$ cat src/rtl/board_writer.sv
// Tic-tac-toe board writer: accepts moves, tracks X/O boards, detects game end.
// Optional line evaluation is compiled in with the WIN_DETECT_EN macro.
module board_writer #(
    parameter logic FIRST_PLAYER = 1'b0
) (
    input  logic       clk,
    input  logic       counter_reset,
    input  logic [3:0] current_slot,
    input  logic       place,
    output logic [8:0] board_x,
    output logic [8:0] board_o,
    output logic       player,
    output logic       place_ack,
    output logic       place_err,
    output logic       game_over,
    output logic [1:0] winner
);

    typedef enum logic [1:0] {READY, CHECK, DONE} state_t;

    state_t     state_q, state_d;
    logic [8:0] bx_q, bx_d, bo_q, bo_d;
    logic       player_q, player_d;
    logic       ack_q, ack_d, err_q, err_d;
    logic       go_q, go_d;
    logic [1:0] win_q, win_d;

    logic [15:0] slot_dec;
    logic [8:0]  slot_mask;
    logic        slot_ok;
    logic        mover_wins;

    // Out-of-range slots decode to an all-zero mask and are rejected.
    assign slot_dec  = 16'h0001 << current_slot;
    assign slot_mask = slot_dec[8:0];
    assign slot_ok   = (current_slot <= 4'd8) && !(|(slot_mask & (bx_q | bo_q)));

`ifdef WIN_DETECT_EN
    function automatic logic has_line(input logic [8:0] b);
        return (&b[8:6]) | (&b[5:3]) | (&b[2:0]) |
               (b[8] & b[5] & b[2]) | (b[7] & b[4] & b[1]) | (b[6] & b[3] & b[0]) |
               (b[8] & b[4] & b[0]) | (b[6] & b[4] & b[2]);
    endfunction

    // player_q has already toggled in CHECK, so 1 means X made the last move.
    assign mover_wins = has_line(player_q ? bx_q : bo_q);
`else
    assign mover_wins = 1'b0;
`endif

    always_comb begin
        state_d  = state_q;
        bx_d     = bx_q;
        bo_d     = bo_q;
        player_d = player_q;
        ack_d    = 1'b0;
        err_d    = 1'b0;
        go_d     = go_q;
        win_d    = win_q;
        case (state_q)
            READY: begin
                if (place) begin
                    if (slot_ok) begin
                        if (player_q) bo_d = bo_q | slot_mask;
                        else          bx_d = bx_q | slot_mask;
                        player_d = ~player_q;
                        ack_d    = 1'b1;
                        state_d  = CHECK;
                    end else begin
                        err_d = 1'b1;
                    end
                end
            end
            CHECK: begin
                err_d = place;
                // A win on the ninth mark takes priority over the draw.
                if (mover_wins) begin
                    win_d   = player_q ? 2'b01 : 2'b10;
                    go_d    = 1'b1;
                    state_d = DONE;
                end else if (&(bx_q | bo_q)) begin
                    win_d   = 2'b11;
                    go_d    = 1'b1;
                    state_d = DONE;
                end else begin
                    state_d = READY;
                end
            end
            DONE:    err_d   = place;
            default: state_d = READY;
        endcase
    end

    always_ff @(posedge clk or posedge counter_reset) begin
        if (counter_reset) begin
            state_q  <= READY;
            bx_q     <= '0;
            bo_q     <= '0;
            player_q <= FIRST_PLAYER;
            ack_q    <= 1'b0;
            err_q    <= 1'b0;
            go_q     <= 1'b0;
            win_q    <= 2'b00;
        end else begin
            state_q  <= state_d;
            bx_q     <= bx_d;
            bo_q     <= bo_d;
            player_q <= player_d;
            ack_q    <= ack_d;
            err_q    <= err_d;
            go_q     <= go_d;
            win_q    <= win_d;
        end
    end

    assign board_x   = bx_q;
    assign board_o   = bo_q;
    assign player    = player_q;
    assign place_ack = ack_q;
    assign place_err = err_q;
    assign game_over = go_q;
    assign winner    = win_q;

endmodule
$ cat config.mk
export PLATFORM = sky130hd
export DESIGN_NAME = board_writer
export DESIGN_NICKNAME = d
export VERILOG_FILES = /design/src/rtl/board_writer.sv
export SDC_FILE = /design/constraint.sdc
export NUM_CORES = 1
export LEC_CHECK = 0
export ABC_AREA = 1
export BUFFER_PORTS_ARGS = -buffer_cell sky130_fd_sc_hd__buf_2
export CAP_MARGIN = 20
export CORE_ASPECT_RATIO = 1.4
export CORE_MARGIN = 2
export CORE_UTILIZATION = 30
export CTS_CLUSTER_DIAMETER = 60
export DETAILED_ROUTE_END_ITERATION = 12
export PLACE_DENSITY = 0.51
export SLEW_MARGIN = 30
export SYNTH_ARGS = -nofsm -noshare
export SYNTH_HDL_FRONTEND = slang
export SYNTH_SLANG_ARGS = --single-unit
$ cat constraint.sdc
create_clock -name clk -period 1.66 [get_ports clk]
set_clock_uncertainty 0.15 [all_clocks]
set_input_delay 0.249 -clock clk [delete_from_list [all_inputs] [get_ports clk]]
set_output_delay 0.249 -clock clk [all_outputs]
set_load 0.02 [all_outputs]
==> run_results.csv, run 1 <==
group,metric,value,unit
place,portBuffers,30,
cts,clockRootBuffer,"clkbuf_8",
timing,max_slew_margin,69.5,%
power,powerDensity,1000,mW/mm^2
synthesis,syn_inst,172,
layout,mostFrequentLayoutCell,"nand2_1",
layout,diodes,0,
layout,final_nets,224,
synthesis,synth_nets,183,
detailed_routing,met2_length,1680,um
power,leakagePower,0.826,nW
setup_path,critPathLaunchType,"flip-flop",
place,dp_hpwl,2360,um
cts,numClockSinks,24,
timing,setup_viol,0,
layout,drive_above_1_share,40.1,%
cts,clock_latency,0.27,ns
synthesis,ys_ff_latch,24,
setup_path,critical_path.slowest_cell,"dfrtp_1",
die,die_h,82.3,um
cts,cts_buffers,3,
place,gp_congestion,0.895,
detailed_routing,wire_per_inst,12.7,um
die,ios,31,
timing,period_minus_slack,1.58,ns
setup_path,critPathMaxFanout,6,
detailed_routing,drt_pass1_iterations,4,
detailed_routing,drt-total-wl,3260,um
timing,tightest_slew,0.456,ns
setup_path,end_kind,"flip-flop",
detailed_routing,drt_iter0_drc,33,
cts,clock_path_buffers,2,
synthesis,yosysSeqAreaShare,45.7,%
global_route,grt_max_degree,25,
detailed_routing,wl_met3,78,um
setup_path,path_cells,"inv_2, nand2_2, nand3_2, nand2_2, nor2_4, nand3_4, nor2_4, nand2_1, nand2_1, nand2_1",
setup_path,crit_buf_inv,1,
hold_path,hold_class,"input port to flip-flop",
synthesis,synth_cell_types,20,
detailed_routing,wl_met1,1420,um
cts,cts_tree,"done",
detailed_routing,viasPerCell,4.65,
synthesis,netlist_area,0.00132,mm^2
synthesis,ys_warn_count,0,
die,fp.dieW,60.0,um
place,place_ws,-0.0121,ns
timing,drv_slew,0,
power,vdd_ir_drop_max,0.000598,V
die,initial_core_util,31.3,%
timing,fmax,634,MHz
detailed_routing,ant_nets,0,
setup_path,cp_common_cell,"nand2_1",
global_route,globalRouteTotalUtil,14.2,%
detailed_routing,drcViolationCount,0,
setup_path,crit_family,"simple AND/OR/NAND/NOR gates",
global_route,grt_remaining_overflow,0,
global_route,antenna_found_initial,0,
outcome,status,"completed",
layout,areaGrowthSynthToFinish,29.8,%
layout,most-common-layout-cells,"42 x nand2_1, 30 x buf_2, 24 x dfrtp_1, 18 x inv_1, 15 x inv_2",
timing,fin_crit_sh,95.0,%
die,rows,28,
setup_path,arrival,1.60,ns
global_route,grt_pass1_wl,5130,um
setup_path,worstPathRequired,1.69,ns
die,core_area,0.00420,mm^2
die,dieArea,0.00494,mm^2
timing,hold_viol,0,
cts,clk_pin_slew,0.10,ns
setup_path,cpPeakStageDelay,0.40,ns
setup_path,critical_path_class,"flip-flop to flip-flop",
run,max_cap_viol_count,0,
synthesis,synth.avg_cell_area,7.65,um^2
timing,layout_setup_ws,0.0832,ns
detailed_routing,vias,1196,
detailed_routing,highest_layer,"met4",
cts,htree_levels,1,
power,power,1.71,mW
global_route,grt_pass1_vias,1139,
-- metal layers --
layer,vias up,global-route usage [%]
met5,-,0
met4,0,6.67
met3,6,1.40
li1,611,-
met1,561,17.2
met2,18,24.8
-- cells in the mapped netlist --
cell	n	area, um^2
nor2_1	13	48.8
inv_2	2	7.51
nor3_2	1	10.0
o21ai_2	1	8.76
clkbuf_1	1	3.75
nand3_4	1	17.5
buf_4	2	15.0
nor2_4	1	11.3
nand2_4	1	11.3
ha_1	4	50.1
buf_6	1	11.3
inv_1	31	116
dfrtp_1	24	601
nor2_2	6	37.5
nand3_1	18	90.1
clkinv_1	1	3.75
nand2_1	51	191
a21oi_1	1	5.00
nand4_1	11	68.8
or2_2	1	6.26
-- sequential cells by signal, summed over array words and instances, names as in the netlist --
signal and cells:
winner 1, state_q 2, board_o 9, player 1, place_ack 1, board_x 9
place_err 1
-- timing repair --
action,4_1_cts,5_1_grt
gates resized for setup,0,31
setup endpoints to repair,0,21
buffers inserted,0,5
hold endpoints to repair,24,0
hold buffers,1,0
-- power by group --
part	switching (mW)	total, mW	leakage [nW]	internal [mW]
Sequential	0.0385	0.669	0.231	0.630
Combinational	0.369	0.516	0.559	0.147
Clock	0.201	0.523	0.0357	0.323
-- area by class of cell --
type                    instances  area, um^2
repair buffers                 39         220
inverters                      34         128
well taps                      45        56.3
clock buffers                   3        41.3
flip-flops and latches         24         601
multi-input cells             111         631
fillers                       455        2500
clock inverters                 1        30.0
-- per-stage QoR --
stage	std cells	instance area (um^2)	hold slack (ns)	utilization, %	setup TNS, ns
finish	257	1710	0.102	40.6	0
global route	257	1710	0.105	40.6	-0.00706
CTS	251	1600	0.0976	37.9	0
detailed placement	246	1510	0.169	36.0	-0.0121
global placement	246	1510	0.167	36.0	0
floorplan	172	1320	0.114	-	0
-- cell families (layout without fill, tap and decap cells) --
group                      after synthesis  in the layout  synth area share, %
and+or+nand+nor                        104            105                 37.5
buffers and inverters                   38             77                 12.0
DFF                                     24             24                 45.7
adders and majority gates                4              4                 3.81
AOI/OAI and AO/OA                        2              2                 1.05
-- worst reg2reg max path, delay by kind of cell (launching register included) --
kind / cells / cell delay [ns]
AND/OR/NAND/NOR: 9 / 0.88
buffers and inverters: 1 / 0.07
flip-flops: 1 / 0.40
-- path summary, 6_finish.rpt --
check	from	end	slack (ns)	depth (start not counted)
worst min-delay path	place	place_err	0.10	3
worst min register to register	board_o[7]	board_o[7]	0.33	2
max in group asynchronous	counter_reset	place_ack	0.71	4
worst max register to register	board_o[5]	player	0.08	10
min in group asynchronous	counter_reset	board_x[4]	0.41	4
worst max-delay path	board_o[5]	player	0.08	10
Note: power is estimated with default switching activity, not from simulation.
==> run 2, diff against run 1 <==
--- a/config.mk
+++ b/config.mk
@@ -13,7 +13,8 @@
 export CORE_UTILIZATION = 30
 export CTS_CLUSTER_DIAMETER = 60
 export DETAILED_ROUTE_END_ITERATION = 12
-export PLACE_DENSITY = 0.51
+export HOLD_SLACK_MARGIN = 0.03
+export PLACE_DENSITY = 0.55
 export SLEW_MARGIN = 30
 export SYNTH_ARGS = -nofsm -noshare
 export SYNTH_HDL_FRONTEND = slang
==> run 2 against run 1 <==
Effect of this change:
- design area is 2.3% lower
- worst setup slack got worse by 0.00071 ns
- clock power is 21% lower
- register-to-register slack hardly changed
- highest routed layer unchanged
==> run_results.csv, run 2 (synthesis gave the netlist of run 1 again) <==
group,metric,value,unit
outcome,status,"completed",
place,dp_hpwl,2310,um
hold_path,hold_class,"input port to flip-flop",
timing,tightest_slew,0.391,ns
cts,cts_buffers,3,
detailed_routing,wire_per_inst,12.2,um
global_route,antenna_found_initial,0,
detailed_routing,drcViolationCount,0,
setup_path,cp_common_cell,"nand2_1",
die,rows,28,
layout,mostFrequentLayoutCell,"nand2_1",
setup_path,critPathMaxFanout,6,
layout,drive_above_1_share,38.3,%
timing,fin_setup_tns,0,ns
layout,most-common-layout-cells,"41 x nand2_1, 30 x buf_2, 24 x dfrtp_1, 19 x inv_1, 14 x nand3_1",
detailed_routing,drt-total-wl,3110,um
cts,clock_path_buffers,2,
cts,clk_pin_slew,0.09,ns
cts,htree_levels,1,
setup_path,path_cells,"inv_1, nand2_1, nand2_1, nand2_2, nor2_4, nand3_4, nor2_4, nand2_1, nand2_1, nand2_1",
global_route,grt_remaining_overflow,0,
die,core_area,0.00420,mm^2
setup_path,critical_path.slowest_cell,"dfrtp_1",
detailed_routing,drt_pass1_iterations,4,
layout,areaGrowthSynthToFinish,26.8,%
timing,max_slew_margin,73.8,%
setup_path,r2r_cells,10,
power,leakagePower,0.808,nW
cts,clockRootBuffer,"clkbuf_8",
timing,setup_viol,0,
die,die_h,82.3,um
die,dieArea,0.00494,mm^2
setup_path,rr_startpoint,"board_x[6]",
cts,clock_latency,0.27,ns
setup_path,critical_path_class,"flip-flop to flip-flop",
global_route,grt_pass1_vias,1154,
timing,fmax,634,MHz
setup_path,critPathLaunchType,"flip-flop",
place,portBuffers,30,
layout,diodes,0,
setup_path,crit_buf_inv,1,
cts,numClockSinks,24,
power,vdd_ir_drop_max,0.000425,V
place,placed_area,0.00151,mm^2
setup_path,reg2reg_to,"player",
setup_path,crit_family,"simple AND/OR/NAND/NOR gates",
setup_path,arrival,1.60,ns
layout,final_core_util,39.7,%
setup_path,ff2ff_setup_slack,0.08,ns
hold_path,hold_depth,3,
detailed_routing,viasPerCell,4.61,
timing,fin_crit_sh,95.0,%
place,place_ws,-0.00270,ns
setup_path,cpPeakStageDelay,0.39,ns
layout,final_area,0.00167,mm^2
setup_path,worstPathRequired,1.68,ns
die,initial_core_util,31.3,%
run,max_cap_viol_count,0,
setup_path,end_kind,"flip-flop",
timing,layout_setup_ws,0.0825,ns
die,ios,31,
detailed_routing,drt_iter0_drc,23,
place,gp_congestion,0.843,
power,power,1.60,mW
power,powerDensity,961,mW/mm^2
global_route,grt_pass1_wl,5240,um
cts,cts_tree,"done",
layout,final_nets,221,
detailed_routing,ant_nets,0,
timing,drv_slew,0,
timing,hold_viol,0,
detailed_routing,vias,1170,
timing,period_minus_slack,1.58,ns
global_route,grt_max_degree,25,
hold_path,min_to,"place_err",
die,fp.dieW,60.0,um
hold_path,hold_start,"place",
global_route,globalRouteTotalUtil,14.1,%
-- run 2: area by class of cell --
cell class / count / area (um^2)
Fill cell: 467 / 2540
Multi-Input combinational cell: 111 / 628
Sequential cell: 24 / 601
Timing Repair Buffer: 36 / 198
Inverter: 34 / 130
Tap cell: 45 / 56.3
Clock buffer: 4 / 55.1
-- run 2: worst reg2reg max path, cell delays in order (launching register included) --
cell and delay (ns):
dfrtp_1 0.39, inv_1 0.07, nand2_1 0.07, nand2_1 0.09, nand2_2 0.06, nor2_4 0.13, nand3_4 0.15, nor2_4 0.20
nand2_1 0.07, nand2_1 0.06, nand2_1 0.04
-- run 2: layer usage --
metal | wire length, um | part of all wire [%] | global-route usage, % | vias up
li1 | - | - | - | 609
met1 | 1340 | 43 | 17.3 | 531
met2 | 1610 | 52 | 24.3 | 26
met3 | 92 | 3.0 | 1.56 | 4
met4 | 68 | 2.2 | 6.67 | 0
met5 | 0 | 0 | 0 | -
-- run 2: metrics by stage --
stage / hold slack [ns] / cells
finish: 0.0946 / 254
detailed placement: 0.166 / 245
global placement: 0.165 / 245
floorplan: 0.114 / 172
global route: 0.107 / 254
CTS: 0.0916 / 251
-- run 2: power breakdown --
part           leakage [nW]  total (mW)  switching (mW)  internal (mW)
Combinational         0.549       0.520           0.367          0.153
Clock                0.0288       0.412           0.199          0.212
Sequential            0.231       0.672          0.0419          0.630
Total                 0.808        1.60           0.608          0.995
-- run 2: worst max-delay path by stage --
stage,cells past startpoint,slack [ns],start,to
final,10,0.08,board_x[6],player
after global routing,10,-0.002,board_x[2],player
after detailed placement,9,-0.003,current_slot[0],player
after floorplan,10,0.14,board_o[1],board_x[0]
after global placement,9,-0.01,current_slot[0],player
after CTS,9,0.02,board_o[1],board_x[7]
-- run 2: what timing repair did --
item,in CTS,in global routing
setup buffers,0,3
hold buffers,1,0
pin swaps,1,6
endpoints found under the setup margin,1,21
endpoints found under the hold margin,24,0
cloned,1,0
gates resized for setup,0,31
==> run 3, diff against run 2 <==
--- a/config.mk
+++ b/config.mk
@@ -8,13 +8,15 @@
 export ABC_AREA = 1
 export BUFFER_PORTS_ARGS = -buffer_cell sky130_fd_sc_hd__buf_2
 export CAP_MARGIN = 20
+export CELL_PAD_IN_SITES_DETAIL_PLACEMENT = 1
+export CELL_PAD_IN_SITES_GLOBAL_PLACEMENT = 1
 export CORE_ASPECT_RATIO = 1.4
 export CORE_MARGIN = 2
 export CORE_UTILIZATION = 30
 export CTS_CLUSTER_DIAMETER = 60
 export DETAILED_ROUTE_END_ITERATION = 12
 export HOLD_SLACK_MARGIN = 0.03
-export PLACE_DENSITY = 0.55
+export PLACE_DENSITY = 0.69
 export SLEW_MARGIN = 30
 export SYNTH_ARGS = -nofsm -noshare
 export SYNTH_HDL_FRONTEND = slang
==> run 3 against run 2 <==
Effect of this change:
- first-iteration DRC count increased by 74%
- die area unchanged
- via count increased by 3.4%
- design area decreased by 0.90%
- power about the same
- routed wire length increased by 11%
- non-clock buffer count decreased by 2
- maximum frequency decreased by 0.35%
- count of clock-buffer cells in the layout unchanged
- core utilization decreased by 0.36 points
- largest cell class unchanged
- largest power group unchanged
- highest routed layer unchanged
==> run_results.csv, run 3 (synthesis gave the netlist of run 1 again) <==
group,metric,value,unit
power,power.internal,0.995,mW
timing,fmax,632,MHz
setup_path,worstPathRequired,1.68,ns
cts,numClockSinks,24,
global_route,grt_pass1_wl,5750,um
layout,diodes,0,
global_route,globalRouteTotalUtil,15.5,%
setup_path,end_kind,"flip-flop",
detailed_routing,drt_iter0_drc,40,
cts,clock_latency,0.27,ns
hold_path,hold_class,"input port to flip-flop",
setup_path,critPathMaxFanout,6,
hold_path,hold_start,"place",
die,dieArea,0.00494,mm^2
detailed_routing,wire_per_inst,13.7,um
timing,tightest_slew,0.431,ns
detailed_routing,drcViolationCount,0,
cts,cts_buffers,3,
timing,hold_viol,0,
cts,cts_tree,"done",
setup_path,ff2ff_setup_slack,0.08,ns
setup_path,rr_startpoint,"board_o[7]",
detailed_routing,drt_pass1_iterations,2,
power,swShare,38.0,%
global_route,grt_max_degree,25,
power,powerDensity,970,mW/mm^2
global_route,grt_remaining_overflow,0,
power,power,1.60,mW
place,placed_area,0.00151,mm^2
place,portBuffers,30,
timing,fin_crit_sh,95.4,%
timing,drv_slew,0,
place,dp_hpwl,2670,um
global_route,grt_pass1_vias,1246,
outcome,status,"completed",
place,gp_congestion,0.845,
layout,most-common-layout-cells,"41 x nand2_1, 30 x buf_2, 24 x dfrtp_1, 17 x inv_1, 15 x inv_2",
die,initial_core_util,31.3,%
setup_path,arrival,1.61,ns
layout,final_core_util,39.3,%
die,die_h,82.3,um
power,pwr-share-clk,25.5,%
die,fp.dieW,60.0,um
detailed_routing,drt-total-wl,3440,um
setup_path,critPathLaunchType,"flip-flop",
power,leakagePower,0.795,nW
run,max_cap_viol_count,0,
cts,clock_path_buffers,2,
layout,final_nets,219,
timing,setup_viol,0,
cts,htree_levels,1,
cts,clk_pin_slew,0.09,ns
power,seq_power_share,42.2,%
cts,clockRootBuffer,"clkbuf_8",
power,p_switching,0.609,mW
die,ios,31,
die,core_area,0.00420,mm^2
power,vdd_ir_drop_max,0.000387,V
power,power_frac_comb,32.3,%
detailed_routing,viasPerCell,4.80,
detailed_routing,ant_nets,0,
layout,mostFrequentLayoutCell,"nand2_1",
global_route,antenna_found_initial,0,
timing,period_minus_slack,1.58,ns
setup_path,crit_start,"board_o[7]",
setup_path,critical_path_class,"flip-flop to flip-flop",
die,rows,28,
detailed_routing,vias,1210,
timing,max_slew_margin,71.2,%
layout,drive_above_1_share,38.6,%
layout,areaGrowthSynthToFinish,25.7,%
layout,final_area,0.00165,mm^2
run 3: final cells by class:
cell class | count | area (um^2)
Tap cell | 45 | 56.3
Clock buffer | 4 | 55.1
Sequential cell | 24 | 601
Timing Repair Buffer | 34 | 183
Multi-Input combinational cell | 111 | 628
Inverter | 34 | 130
Fill cell | 547 | 2550
run 3: final timing paths:
kind                                    to  cells after the start
worst min-delay path             place_err                      3
max in group asynchronous           player                      4
worst max-delay path                player                     10
min in group asynchronous       board_x[3]                      4
worst min register to register  board_x[7]                      2
worst max register to register      player                     10
run 3: worst max-delay path, cell delays in order (launching register included):
cell and delay [ns]:
dfrtp_1 0.39, inv_2 0.06, nand2_1 0.07, nand2_1 0.08, nand2_1 0.10, nor2_4 0.11
nand3_4 0.14, nor2_4 0.19, nand2_1 0.08, nand2_1 0.06, nand2_1 0.04
run 3: metal layers:
layer  up-vias  GRT usage [%]  wire length (um)  part of all wire [%]
li1        597              -                 -                     -
met1       590           17.9              1440                    42
met2        18           29.0              1870                    54
met3         5           2.34                83                   2.4
met4         0           4.00                42                   1.2
met5         -              0                 0                     0
run 3: metrics by stage:
| stage | std cells | setup WS (ns) | setup TNS, ns | hold WS [ns] |
|---|---|---|---|---|
| after floorplan | 172 | 0.141 | 0 | 0.114 |
| after global placement | 245 | -0.0512 | -0.218 | 0.158 |
| after detailed placement | 245 | -0.0819 | -0.297 | 0.169 |
| after CTS | 251 | 0.00193 | 0 | 0.101 |
| after global routing | 252 | -0.0266 | -0.0328 | 0.127 |
| final | 252 | 0.0769 | 0 | 0.104 |
run 3: repair_timing:
action | 4_1_cts | 5_1_grt
resized for setup | 1 | 32
hold endpoints to repair | 24 | 0
pin swaps | 1 | 9
gates cloned | 1 | 0
hold buffers | 1 | 0
buffers inserted | 0 | 1
endpoints found under the setup margin | 2 | 21
run 3: power groups by stage:
stage	clock [mW]	sequential [mW]	combinational, mW
after detailed placement	0	0.684	0.500
after floorplan	0	0.709	0.309
after CTS	0.423	0.673	0.508
final	0.409	0.676	0.518
after global placement	0	0.685	0.485
after global routing	0.452	0.683	0.591
